## src/rtl/decode_pipe_pkg.sv

```systemverilog
// decode_pipe_pkg: shared types and the decode table for decode_pipe.
//   opcode_e        - 4-bit opcode enumeration (IR[15:12])
//   alu_ctrl_e      - alu_control encodings
//   pcsel1_e        - pcselect1 encodings
//   wsel_e          - W_Control (writeback select) encodings
//   E_*             - bit positions inside the 6-bit E_Control word
//   ctrl_t          - decoded control bundle stored per queue entry
//   decode_instr()  - opcode -> control decode table
package decode_pipe_pkg;

    typedef enum logic [3:0] {
        OP_BR   = 4'h0,
        OP_ADD  = 4'h1,
        OP_LD   = 4'h2,
        OP_ST   = 4'h3,
        OP_RSV4 = 4'h4,
        OP_AND  = 4'h5,
        OP_LDR  = 4'h6,
        OP_STR  = 4'h7,
        OP_RTI  = 4'h8,
        OP_NOT  = 4'h9,
        OP_LDI  = 4'hA,
        OP_STI  = 4'hB,
        OP_JMP  = 4'hC,
        OP_RSVD = 4'hD,
        OP_LEA  = 4'hE,
        OP_TRAP = 4'hF
    } opcode_e;

    typedef enum logic [1:0] {
        ALU_ADD = 2'b00,
        ALU_AND = 2'b01,
        ALU_NOT = 2'b10
    } alu_ctrl_e;

    typedef enum logic [1:0] {
        PC1_NONE  = 2'b00,
        PC1_PCREL = 2'b01,
        PC1_BASE  = 2'b10,
        PC1_JMP   = 2'b11
    } pcsel1_e;

    typedef enum logic [1:0] {
        WB_ALU   = 2'b00,
        WB_PCREL = 2'b01,
        WB_MEM   = 2'b10
    } wsel_e;

    // E_Control = {alu_control[1:0], pcselect1[1:0], pcselect2, op2select}
    localparam int unsigned E_ALU_LSB = 4;
    localparam int unsigned E_PC1_LSB = 2;
    localparam int unsigned E_PC2_BIT = 1;
    localparam int unsigned E_OP2_BIT = 0;

    typedef struct packed {
        logic [5:0] e_control;
        logic [1:0] w_control;
        logic       mem_control;
        logic       illegal;
    } ctrl_t;

    // Queue entry layout is {IR, npc, ctrl}; the IR/npc width follows the
    // DATA_W parameter of decode_pipe, so the full entry struct is declared
    // there on top of ctrl_t.

    // imm_sel is IR[5]: 1 selects imm5, 0 selects the register operand.
    // Unsupported opcodes return all controls 0 with illegal=1.
    function automatic ctrl_t decode_instr(input logic [3:0] opc, input logic imm_sel);
        ctrl_t     c;
        alu_ctrl_e alu;
        pcsel1_e   pc1;
        wsel_e     wsel;
        logic      pc2;
        logic      op2;
        c    = '0;
        alu  = ALU_ADD;
        pc1  = PC1_NONE;
        wsel = WB_ALU;
        pc2  = 1'b0;
        op2  = 1'b0;
        case (opcode_e'(opc))
            OP_ADD: op2 = ~imm_sel;
            OP_AND: begin
                alu = ALU_AND;
                op2 = ~imm_sel;
            end
            OP_NOT: alu = ALU_NOT;
            OP_BR, OP_ST: begin
                pc1 = PC1_PCREL;
                pc2 = 1'b1;
            end
            OP_LD: begin
                pc1  = PC1_PCREL;
                pc2  = 1'b1;
                wsel = WB_MEM;
            end
            OP_LDI: begin
                pc1  = PC1_PCREL;
                pc2  = 1'b1;
                wsel = WB_MEM;
                c.mem_control = 1'b1;
            end
            OP_STI: begin
                pc1 = PC1_PCREL;
                pc2 = 1'b1;
                c.mem_control = 1'b1;
            end
            OP_LEA: begin
                pc1  = PC1_PCREL;
                pc2  = 1'b1;
                wsel = WB_PCREL;
            end
            OP_LDR: begin
                pc1  = PC1_BASE;
                wsel = WB_MEM;
            end
            OP_STR: pc1 = PC1_BASE;
            OP_JMP: pc1 = PC1_JMP;
            default: c.illegal = 1'b1;
        endcase
        c.e_control[E_ALU_LSB +: 2] = alu;
        c.e_control[E_PC1_LSB +: 2] = pc1;
        c.e_control[E_PC2_BIT]      = pc2;
        c.e_control[E_OP2_BIT]      = op2;
        c.w_control                 = wsel;
        return c;
    endfunction

endpackage

```

## src/rtl/decode_pipe_fifo.sv

```systemverilog
// decode_pipe_fifo: DEPTH-entry circular queue of entry_t.
//   clock, reset : rising-edge clock, asynchronous active-high reset
//   push, pop    : qualified write / read strobes (caller guarantees legality)
//   din          : entry written on push
//   dout         : current head entry (valid only when count != 0)
//   count        : number of occupied entries, 0..DEPTH
// DEPTH must be a power of 2 so the pointers wrap naturally.
module decode_pipe_fifo #(
    parameter type         entry_t = logic [7:0],
    parameter int unsigned DEPTH   = 2
) (
    input  logic                     clock,
    input  logic                     reset,
    input  logic                     push,
    input  logic                     pop,
    input  entry_t                   din,
    output entry_t                   dout,
    output logic [$clog2(DEPTH):0]   count
);

    localparam int unsigned PTR_W = $clog2(DEPTH);

    logic [PTR_W-1:0] wptr;
    logic [PTR_W-1:0] rptr;
    entry_t           mem [DEPTH];

    always_ff @(posedge clock or posedge reset) begin
        if (reset) begin
            wptr  <= '0;
            rptr  <= '0;
            count <= '0;
        end else begin
            if (push) wptr <= wptr + 1'b1;
            if (pop)  rptr <= rptr + 1'b1;
            case ({push, pop})
                2'b10:   count <= count + 1'b1;
                2'b01:   count <= count - 1'b1;
                default: ;
            endcase
        end
    end

    // Storage needs no reset: a slot is only observed after it is written.
    always_ff @(posedge clock) begin
        if (push) mem[wptr] <= din;
    end

    assign dout = mem[rptr];

endmodule

```

## src/rtl/decode_pipe.sv

```systemverilog
// decode_pipe: instruction decode stage with a DEPTH-entry output queue.
// Each accepted instruction is decoded on entry and stored with its IR/NPC;
// the head of the queue drives the outputs one cycle after push.
//   clock, reset            : rising-edge clock, async active-high reset
//   en_decode               : stage enable; low freezes queue and outputs
//   in_valid / in_ready     : upstream handshake (instr_dout, npc_in)
//   out_valid / out_ready   : downstream handshake on the queue head
//   IR, npc_out             : head instruction and next PC
//   E_Control               : {alu_control[1:0], pcselect1[1:0], pcselect2, op2select}
//   W_Control               : writeback select (00 ALU, 01 PC-rel, 10 memory)
//   Mem_Control             : indirect access (LDI/STI)
//   illegal                 : head opcode unsupported
// Build option: DECODE_PIPE_ILLEGAL_TRAP_EN flags unsupported opcodes on
// illegal; when undefined they pass through as no-ops and illegal stays 0.
module decode_pipe
    import decode_pipe_pkg::*;
#(
    parameter int unsigned DATA_W = 16,
    parameter int unsigned DEPTH  = 2
) (
    input  logic              clock,
    input  logic              reset,
    input  logic              en_decode,
    input  logic              in_valid,
    output logic              in_ready,
    input  logic [DATA_W-1:0] instr_dout,
    input  logic [DATA_W-1:0] npc_in,
    output logic              out_valid,
    input  logic              out_ready,
    output logic [DATA_W-1:0] IR,
    output logic [DATA_W-1:0] npc_out,
    output logic [5:0]        E_Control,
    output logic [1:0]        W_Control,
    output logic              Mem_Control,
    output logic              illegal
);

    localparam int unsigned CNT_W = $clog2(DEPTH) + 1;

    typedef struct packed {
        logic [DATA_W-1:0] ir;
        logic [DATA_W-1:0] npc;
        ctrl_t             ctrl;
    } decode_entry_t;

    logic             started;
    logic [CNT_W-1:0] count;
    logic             full;
    logic             push;
    logic             pop;
    ctrl_t            raw_ctrl;
    ctrl_t            in_ctrl;
    decode_entry_t    din;
    decode_entry_t    head;

    // Holds in_ready low until the first clock edge after reset releases.
    always_ff @(posedge clock or posedge reset) begin
        if (reset) started <= 1'b0;
        else       started <= 1'b1;
    end

    always_comb begin
        raw_ctrl = decode_instr(instr_dout[15:12], instr_dout[5]);
        in_ctrl  = raw_ctrl;
`ifdef DECODE_PIPE_ILLEGAL_TRAP_EN
        in_ctrl.illegal = raw_ctrl.illegal;
`else
        in_ctrl.illegal = 1'b0;
`endif
    end

    always_comb begin
        din      = '0;
        din.ir   = instr_dout;
        din.npc  = npc_in;
        din.ctrl = in_ctrl;
    end

    assign full      = (count == CNT_W'(DEPTH));
    assign out_valid = (count != '0);
    assign in_ready  = en_decode && started && (!full || out_ready);
    assign push      = en_decode && in_valid && in_ready;
    assign pop       = en_decode && out_valid && out_ready;

    decode_pipe_fifo #(
        .entry_t (decode_entry_t),
        .DEPTH   (DEPTH)
    ) u_fifo (
        .clock (clock),
        .reset (reset),
        .push  (push),
        .pop   (pop),
        .din   (din),
        .dout  (head),
        .count (count)
    );

    // Gating with out_valid makes the outputs read 0 whenever the queue is
    // empty, including the instant an asynchronous reset empties it.
    assign IR          = out_valid ? head.ir  : '0;
    assign npc_out     = out_valid ? head.npc : '0;
    assign E_Control   = out_valid ? head.ctrl.e_control : '0;
    assign W_Control   = out_valid ? head.ctrl.w_control : '0;
    assign Mem_Control = out_valid && head.ctrl.mem_control;
    // Without the trap option the stored flag is always written 0.
    assign illegal     = out_valid && head.ctrl.illegal;

endmodule

```

## config.mk

```make
export PLATFORM = sky130hd
export DESIGN_NAME = decode_pipe
export DESIGN_NICKNAME = d
export VERILOG_FILES = /design/src/rtl/decode_pipe_pkg.sv /design/src/rtl/decode_pipe_fifo.sv /design/src/rtl/decode_pipe.sv
export SDC_FILE = /design/constraint.sdc
export NUM_CORES = 1
export LEC_CHECK = 0
export BUFFER_PORTS_ARGS = -buffer_cell sky130_fd_sc_hd__buf_2
export CAP_MARGIN = 10
export CORE_MARGIN = 8
export CORE_UTILIZATION = 59
export CTS_CLUSTER_DIAMETER = 30
export DETAILED_ROUTE_END_ITERATION = 12
export PLACE_DENSITY = 0.87
export RECOVER_POWER = 50
export REMOVE_ABC_BUFFERS = 1
export SYNTH_ARGS = -nofsm -noshare
export SYNTH_HDL_FRONTEND = slang
export SYNTH_HIERARCHICAL = 1
export SYNTH_SLANG_ARGS = --single-unit
```

## constraint.sdc

```tcl
create_clock -name clock -period 9.4 [get_ports clock]
set_clock_uncertainty 0.2 [all_clocks]
set_input_delay 1.41 -clock clock [delete_from_list [all_inputs] [get_ports clock]]
set_output_delay 1.41 -clock clock [all_outputs]
set_load 0.02 [all_outputs]
```

=== Yosys cells after proc, flatten, opt, wreduce, memory -nomap -nowiden ===
Memories as Yosys holds them, arrays and structs flattened.
Cells that the tools add are included.
Widths: inputs -> output; s select.

* Register bits: 5
* Bits in writable memories: 82
* Input bits: 37
* Output and inout bits: 44
* Word-level logic and storage cells: 55
* Memories kept: 1

* Add/sub/neg operators: 4
* Equality and inequality tests: 14
* Muxes and demuxes: 13
* Bitwise operators: 1
* Reductions and logical operators: 18

{| class="wikitable"
|+ Memories
! memory !! depth !! width !! rd ports !! clocked after memory_dff !! wr ports !! line !! source
|-
| u_fifo.mem || 2 || 41 || 1 || 0 || 1 || decode_pipe_fifo.sv:25 || <nowiki>entry_t mem [DEPTH];</nowiki>
|}

{| class="wikitable"
|+ Operator list
! kind !! number
|-
| $mux 16 || 2
|-
| $eq 4x4->1 const B || 5
|-
| $eq 4x3->1 const B || 3
|-
| $pmux 2 s2 || 3
|-
| $eq 4x2->1 const B || 2
|-
| $logic_and 1x1->1 || 7
|-
| $mux 6 || 1
|-
| $pmux 2 s3 || 1
|-
| $reduce_or 2->1 || 3
|-
| $reduce_or 6->1 || 1
|-
| $mux 1 || 5
|-
| $eq 2x2->1 const B || 2
|-
| $eq 4x1->1 const B || 1
|-
| $logic_not 4->1 || 1
|-
| $reduce_bool 2->1 || 2
|-
| $reduce_or 3->1 || 1
|-
| $add 1x1->1 const B || 2
|-
| $add 2x1->2 const B || 1
|-
| $eq 2x1->1 const B || 1
|-
| $mux 2 || 1
|-
| $sub 2x1->2 const B || 1
|-
| $logic_and 1x1->1 const B || 1
|-
| $logic_not 1->1 || 1
|-
| $logic_or 1x1->1 || 1
|-
| $not 1->1 || 1
|}

=== Longest topological paths before layout ===
Gate-level depths: netlist (run 1).

* Word-level depth: 7
* Mapped depth: 8
* Depth with buffers taken out: 8

=== Modules after synthesis ===
Netlist (run 1), hierarchy kept.

{| class="wikitable"
|+ Modules (own cells, without submodules)
! module !! times used !! cells each !! area an instance (um^2) !! sequential area each (um^2)
|-
| decode_pipe_fifo || 1 || 146 || 3,410.8 || 2,622.5
|-
| decode_pipe || 1 || 75 || 604.3 || 25.0
|}

=== Least setup slack after synthesis (run 1) ===
No wires, ideal clock.

* Path kind: input -> register
* From: in out_ready
* To: mem u_fifo/mem[0][0] in the netlist's numbering (enable)
* Library setup time: 442 ps
* Data arrival time: 3,911 ps
* Data required time: 8,758 ps
* Path slack: 4,847 ps
* Stages: 5
* Path buffers: 0
* Cells stage by stage: nor2_1 a21oi_1 and2_1 inv_1 nor2_1

* Longest elaborated chain between the ends: 5

{| class="wikitable"
|+ RTL lines
! what !! line !! source
|-
| start, declared || decode_pipe.sv:29 || <nowiki>input logic out_ready,</nowiki>
|-
| $logic_or 1x1->1 || decode_pipe.sv:81 || <nowiki>assign in_ready = en_decode && started && (!full || out_ready);</nowiki>
|-
| $logic_and 1x1->1 || decode_pipe.sv:81 ||
|-
| net in_ready || decode_pipe.sv:25 || <nowiki>output logic in_ready,</nowiki>
|-
| $logic_and 1x1->1 || decode_pipe.sv:82 || <nowiki>assign push = en_decode && in_valid && in_ready;</nowiki>
|-
| net push || decode_pipe.sv:49 || <nowiki>logic push;</nowiki>
|-
| $mux 1 || decode_pipe_fifo.sv:45 || <nowiki>if (push) mem[wptr] <= din;</nowiki>
|-
| $mux 1 (not written as such) || decode_pipe_fifo.sv:45 ||
|-
| end, declared || decode_pipe_fifo.sv:25 ||
|}

The timed path passes the listed nets, and every way through them passes these cells.

=== Worst setup path in the final report (run 1) ===
* From: in out_ready
* To: mem u_fifo/mem[0][18] in the netlist's numbering (enable)

* Longest elaborated chain between the ends: 5

{| class="wikitable"
|+ RTL lines
! what !! line
|-
| $logic_or 1x1->1 || decode_pipe.sv:81
|-
| $logic_and 1x1->1 || decode_pipe.sv:81
|-
| $logic_and 1x1->1 || decode_pipe.sv:82
|-
| net push || decode_pipe.sv:49
|-
| $mux 1 || decode_pipe_fifo.sv:45
|-
| $mux 1 (not written as such) || decode_pipe_fifo.sv:45
|}

The timed path passes the listed nets, and every way through them passes these cells.

==> results of run 1 <==
==> through the flow <==
stage | area (um2) | std cells | hold slack [ns] | setup slack, ns
6_report | 4530 | 388 | 0.292 | 5.07
3_3_place_gp | 4390 | 373 | 0.277 | 5.93
5_1_grt | 4530 | 388 | 0.327 | 4.83
3_5_place_dp | 4390 | 373 | 0.288 | 5.91
4_1_cts | 4570 | 388 | 0.303 | 5.75
2_1_floorplan | 3860 | 210 | 0.256 | 4.85
==> final timing paths <==
| path | to | slack, ns | cells after the start |
|---|---|---|---|
| setup / recovery | u_fifo/mem[0][18] | 5.07 | 7 |
| hold / removal | u_fifo/wptr | 0.29 | 1 |
| setup reg to reg | u_fifo/mem[0][18] | 5.79 | 6 |
| hold reg to reg | u_fifo/wptr | 0.29 | 1 |
| max in group asynchronous | u_fifo/rptr | 8.09 | 2 |
| min in group asynchronous | started | 0.70 | 2 |
==> metal layers <==
metal  wire, um  vias to the layer above
met5          0                        -
met4        155                        0
met3        328                       11
met2       3390                       57
met1       2420                      957
li1           -                      956
==> cells in the mapped netlist <==
cell type	n	area share
dfrtp_1	5	0.031
and3_1	1	0.0016
nand2_1	2	0.0019
nor4bb_1	2	0.0050
inv_1	4	0.0037
conb_1	2	0.0019
nor4b_1	1	0.0022
buf_2	2	0.0025
nor2_1	3	0.0028
nor3b_1	2	0.0037
or2_1	1	0.0016
mux2_2	3	0.0084
o22ai_1	1	0.0016
nand2b_1	1	0.0016
ha_1	1	0.0031
edfxtp_1	84	0.63
nor3_1	2	0.0025
buf_12	4	0.020
and2_1	6	0.0093
mux2_4	39	0.15
or2_2	1	0.0016
a21oi_1	2	0.0025
xor2_1	4	0.0087
mux2i_1	1	0.0025
and2_4	39	0.085
buf_6	6	0.017
xnor2_1	2	0.0044
==> layout make-up <==
| cell class | count | share of cell area |
|---|---|---|
| Clock buffer | 9 | 0.0273 |
| Clock inverter | 6 | 0.0110 |
| Inverter | 4 | 0.00331 |
| Multi-Input combinational cell | 117 | 0.265 |
| Sequential cell | 89 | 0.584 |
| Tap cell | 80 | 0.0221 |
| Timing Repair Buffer | 83 | 0.0872 |
==> registers in the layout (all words and copies together), names as in the netlist <==
| signal | cells |
|---|---|
| u_fifo/rptr | 1 |
| u_fifo/mem | 84 |
| u_fifo/count | 2 |
| started | 1 |
| u_fifo/wptr | 1 |
==> cells by family after synthesis <==
| kind of cell | share of synthesized area |
|---|---|
| flip-flops | 0.659 |
| AND/OR/NAND/NOR | 0.119 |
| multiplexers | 0.157 |
| buffers and inverters | 0.0430 |
| XOR/XNOR | 0.0131 |
| AO/OA/AOI/OAI | 0.00405 |
| other | 0.00187 |
| adder cells (fa/ha/maj) | 0.00312 |
==> critical path: cells and delay by family <==
family	cells	cell delay (ns)
buffers and inverters	3	1.65
AND/OR/NAND/NOR	3	0.81
AO/OA/AOI/OAI	1	0.16
==> power breakdown <==
group | switching (mW) | total (mW) | internal [mW]
sequential | 0.0122 | 0.482 | 0.470
combinational | 0.296 | 0.586 | 0.291
clock | 0.116 | 0.233 | 0.117
total | 0.424 | 1.30 | 0.878
==> impl_metrics.csv, run 1 <==
group,metric,value,unit
sta,hold_viol,0,
floorplan,die_h,98.5,um
critical_path,path_cells,"buf_2, nor2_1, a21oi_1, and2_0, inv_1, nor2_1, clkbuf_1",
floorplan,fp.coreArea,6680,um2
global_routing,use_met2,0.235,
global_routing,grt_pass1_wl,9960,um
logic_synthesis,ys_ff_latch,89,
sta,fin_crit_sh,0.460,
place,port-buffer-count,80,
final_layout,final_nets,342,
cts,cts_hold_repair.buffers,0,
flow_run,cap_violations,1,
power,pwr_density_cell,287,nW/um2
run_status,violations,"max-capacitance violations, max-slew violations",
sta,rsz0062_at_grt,"false",
final_layout,fillers,475,
cts,clk_latency,0.33,ns
cts,clkTransAtPathRegs,0.08,ns
floorplan,initial_utilization,0.601,
floorplan,ios,81,
drt,drt_pass1_iterations,4,
floorplan,die-area,9700,um2
cts,post-cts-setup-buffers,0,
power,ir_drop,185,uV
sta,setup-tns-final,0,ns
global_routing,use_met3,0.0345,
run_status,status,"complete, but fails checks",
place,hpwlAfterDp,4220,um
cts,cts_root_buffer,"clkbuf_8",
critical_path,path_max_fanout,35,
critical_path,arrival,4.04,ns
floorplan,die_x,98.5,um
sta,setup_viol,0,
global_routing,globalRoute.totalOverflow,0,
drt,via_per_inst,5.11,
drt,initialDrtViolationCount,91,
final_layout,final_common_cell,"edfxtp_1",
sta,fin_crit,4.33,ns
global_routing,antenna_found_initial,0,
sta,tightest_slew,1.96,ns
final_layout,final-seq-area,2650,um2
global_routing,grt-busiest-layer,"met2",
global_routing,grt_util_met1,0.134,
sta,slew_headroom,-0.308,
drt,antenna_left,0,
sta,max_freq,0.231,GHz
global_routing,first_global_vias,2140,
critical_path,cp-start-kind,"primary input",
critical_path,slowest_delay,1.47,ns
global_routing,grt_max_degree,44,
min_path,hold_path.class,"reg -> reg",
drt,vias,1981,
final_layout,final_cell_mix,"84 x edfxtp_1, 61 x buf_2, 39 x and2_4, 39 x mux2_4, 20 x clkbuf_1",
final_layout,drive_gt1_frac,0.513,
power,total_power,1.30,mW
critical_path,crit_start,"out_ready",
critical_path,r2r-start,"u_fifo/count[0]",
logic_synthesis,ys_warn_count,6,
cts,ctsResizeCount,0,
drt,drcViolationCount,0,
power,p_leak,1.84,nW
logic_synthesis,postSynthCellCount,221,
critical_path,crit_type,"in -> reg",
place,gp_congestion,0.740,
cts,cts_buffers,9,
min_path,hold_start,"u_fifo/wptr",
critical_path,slowest_stage,"clkbuf_1",
cts,cts.sinks,89,
global_routing,track_usage,0.132,
cts,htree_levels,3,
critical_path,cp.required,9.11,ns
drt,wl_per_cell,16.2,um
cts,cts_buffer_depth,2,
final_layout,synthToLayoutAreaGrowth,12.9,%
floorplan,rows,30,
logic_synthesis,syn_area_per_cell,18.2,um2
final_layout,fin_util,0.678,
critical_path,endpoint_kind,"flop",
cts,cts_tree,"yes",
final_layout,antennaDiodeCount,0,
final_layout,multi_input_area,1200,um2
sta,drv_slew,36,
logic_synthesis,netlist_area,4020,um2
drt,wl,6300,um
logic_synthesis,yosysSeqAreaShare,0.659,
logic_synthesis,synth.distinct_cells,27,
critical_path,cpMostUsedCell,"nor2_1",
(Power assumes the default switching activity.)
==> inputs of run 2 (changes only) <==
CORE_UTILIZATION = 55   (was 59)
PLACE_DENSITY = 0.82   (was 0.87)
clock period = 4.1 ns   (was 9.4 ns; I/O delays follow)
==> impl_metrics.csv, run 2 (same netlist as run 1, synthesis figures left out) <==
group,metric,value,unit
floorplan,rows,31,
drt,drcViolationCount,0,
final_layout,top_regs,"u_fifo/mem (84), u_fifo/count (2)",
sta,setup-tns-final,0,ns
cts,post-cts-setup-buffers,0,
cts,clk_latency,0.34,ns
min_path,hold_path.class,"in -> reg",
global_routing,grt_max_degree,43,
sta,hold_viol,0,
floorplan,die_x,101,um
run_status,violations,"max-capacitance violations, max-slew violations",
place,hpwlAfterDp,4760,um
drt,vias,2049,
final_layout,largest_reg_flops,84,
critical_path,arrival,2.55,ns
critical_path,path_cells,"or2_0, buf_4, and2_4, buf_2",
drt,initialDrtViolationCount,63,
sta,drv_slew,21,
power,ir_drop,268,uV
sta,tightest_slew,1.71,ns
run_status,status,"complete, but fails checks",
critical_path,cp-start-kind,"flop",
cts,ctsResizeCount,0,
drt,via_per_inst,5.00,
critical_path,critPathBufInv,2,
floorplan,initial_utilization,0.560,
sta,slew_headroom,-0.144,
final_layout,drive_gt1_frac,0.511,
global_routing,first_global_vias,2150,
sta,layout_setup_ws,0.739,ns
sta,max_freq,0.298,GHz
critical_path,crit_family,"simple AND/OR/NAND/NOR gates",
drt,drt_pass1_iterations,4,
power,pwr_density_cell,651,nW/um2
sta,fin_crit_sh,0.820,
sta,setup_viol,0,
global_routing,globalRoute.totalOverflow,0,
critical_path,crit_type,"reg -> out",
global_routing,antenna_found_initial,0,
floorplan,fp.coreArea,7180,um2
global_routing,track_usage,0.135,
critical_path,slowest_stage,"or2_0",
place,port-buffer-count,80,
critical_path,slowest_delay,1.05,ns
final_layout,synthToLayoutAreaGrowth,13.8,%
cts,htree_levels,3,
final_layout,regMostFlops,"u_fifo/mem",
cts,cts_hold_repair.buffers,1,
floorplan,die-area,10300,um2
sta,fin_crit,3.36,ns
drt,wl_per_cell,16.3,um
place,dp_slack,1.39,ns
power,p_leak,1.82,nW
drt,wl,6690,um
final_layout,final_nets,344,
critical_path,path_max_fanout,23,
drt,antenna_left,0,
cts,cts.sinks,89,
cts,cts_tree,"yes",
critical_path,endpoint_kind,"primary output",
floorplan,die_h,101,um
cts,clkTransAtPathRegs,0.09,ns
place,gp_congestion,0.698,
flow_run,cap_violations,1,
final_layout,final_common_cell,"edfxtp_1",
final_layout,final_cell_mix,"84 x edfxtp_1, 56 x buf_2, 39 x and2_4, 39 x mux2_4, 25 x clkbuf_1",
floorplan,ios,81,
critical_path,cp.required,3.28,ns
sta,rsz0062_at_grt,"false",
cts,cts_buffer_depth,2,
cts,cts_buffers,9,
final_layout,antennaDiodeCount,0,
cts,cts_root_buffer,"clkbuf_8",
global_routing,grt_pass1_wl,10500,um
==> run 2: cell types whose count changed in the layout (fill, tap and decap cells not counted), sizes merged <==
cell / previous run / this run
clkbuf: 29 / 34
clkinv: 5 / 3
dlygate4sd3: 0 / 1
buf: 63 / 60
bufinv: 1 / 0
clkinvlp: 0 / 3
==> run 2: worst paths after layout <==
kind | start | endpoint | slack, ns | cells past startpoint
max | u_fifo/count[0] | IR[7] | 0.74 | 4
min | npc_in[2] | u_fifo/mem[0][12] | 0.25 | 1
max reg2reg | u_fifo/count[0] | u_fifo/mem[0][25] | 0.80 | 6
min reg2reg | u_fifo/wptr | u_fifo/wptr | 0.30 | 1
max in group asynchronous | reset | u_fifo/rptr | 3.03 | 3
min in group asynchronous | reset | started | 0.45 | 3
==> run 2: layout make-up <==
class                   count  area, um2
inverters                   4       15.0
flip-flops and latches     89       2650
clock inverters             6       45.0
well taps                  99        124
clock buffers              10        128
fillers                   543       2610
multi-input cells         117       1200
repair buffers             85        410
==> run 2: where the power goes <==
group | internal (mW) | switching [mW] | total [mW] | leakage (nW)
clock | 0.221 | 0.292 | 0.513 | 0.0785
sequential | 1.07 | 0.0819 | 1.16 | 0.823
combinational | 0.670 | 0.634 | 1.30 | 0.922
total | 1.97 | 1.01 | 2.97 | 1.82
==> run 2: routing by layer <==
metal	global-route usage	vias to the layer above	wire length, um
li1	-	965	-
met1	0.151	1005	2640
met2	0.232	67	3370
met3	0.0426	12	567
met4	0.0538	0	110
met5	0	-	0
==> run 2: per-stage QoR <==
step	instance area (um2)	total power [mW]	hold WS, ns	utilization	std cells
after global routing	4570	3.12	0.230	0.637	410
after global placement	4430	2.49	0.262	0.617	393
after floorplan	3860	2.18	0.144	-	210
after detailed placement	4430	2.51	0.266	0.617	393
final	4570	2.97	0.249	0.637	410
after CTS	4610	3.02	0.236	0.642	410
==> run 2: worst reg2reg max path, cell delays in order, from the launching register on <==
cell and delay, ns:
dfrtp_1 0.41, nor2_1 0.07, a21oi_1 0.19, and2_0 0.22, inv_1 0.09, nor2_1 1.27
buf_4 0.52
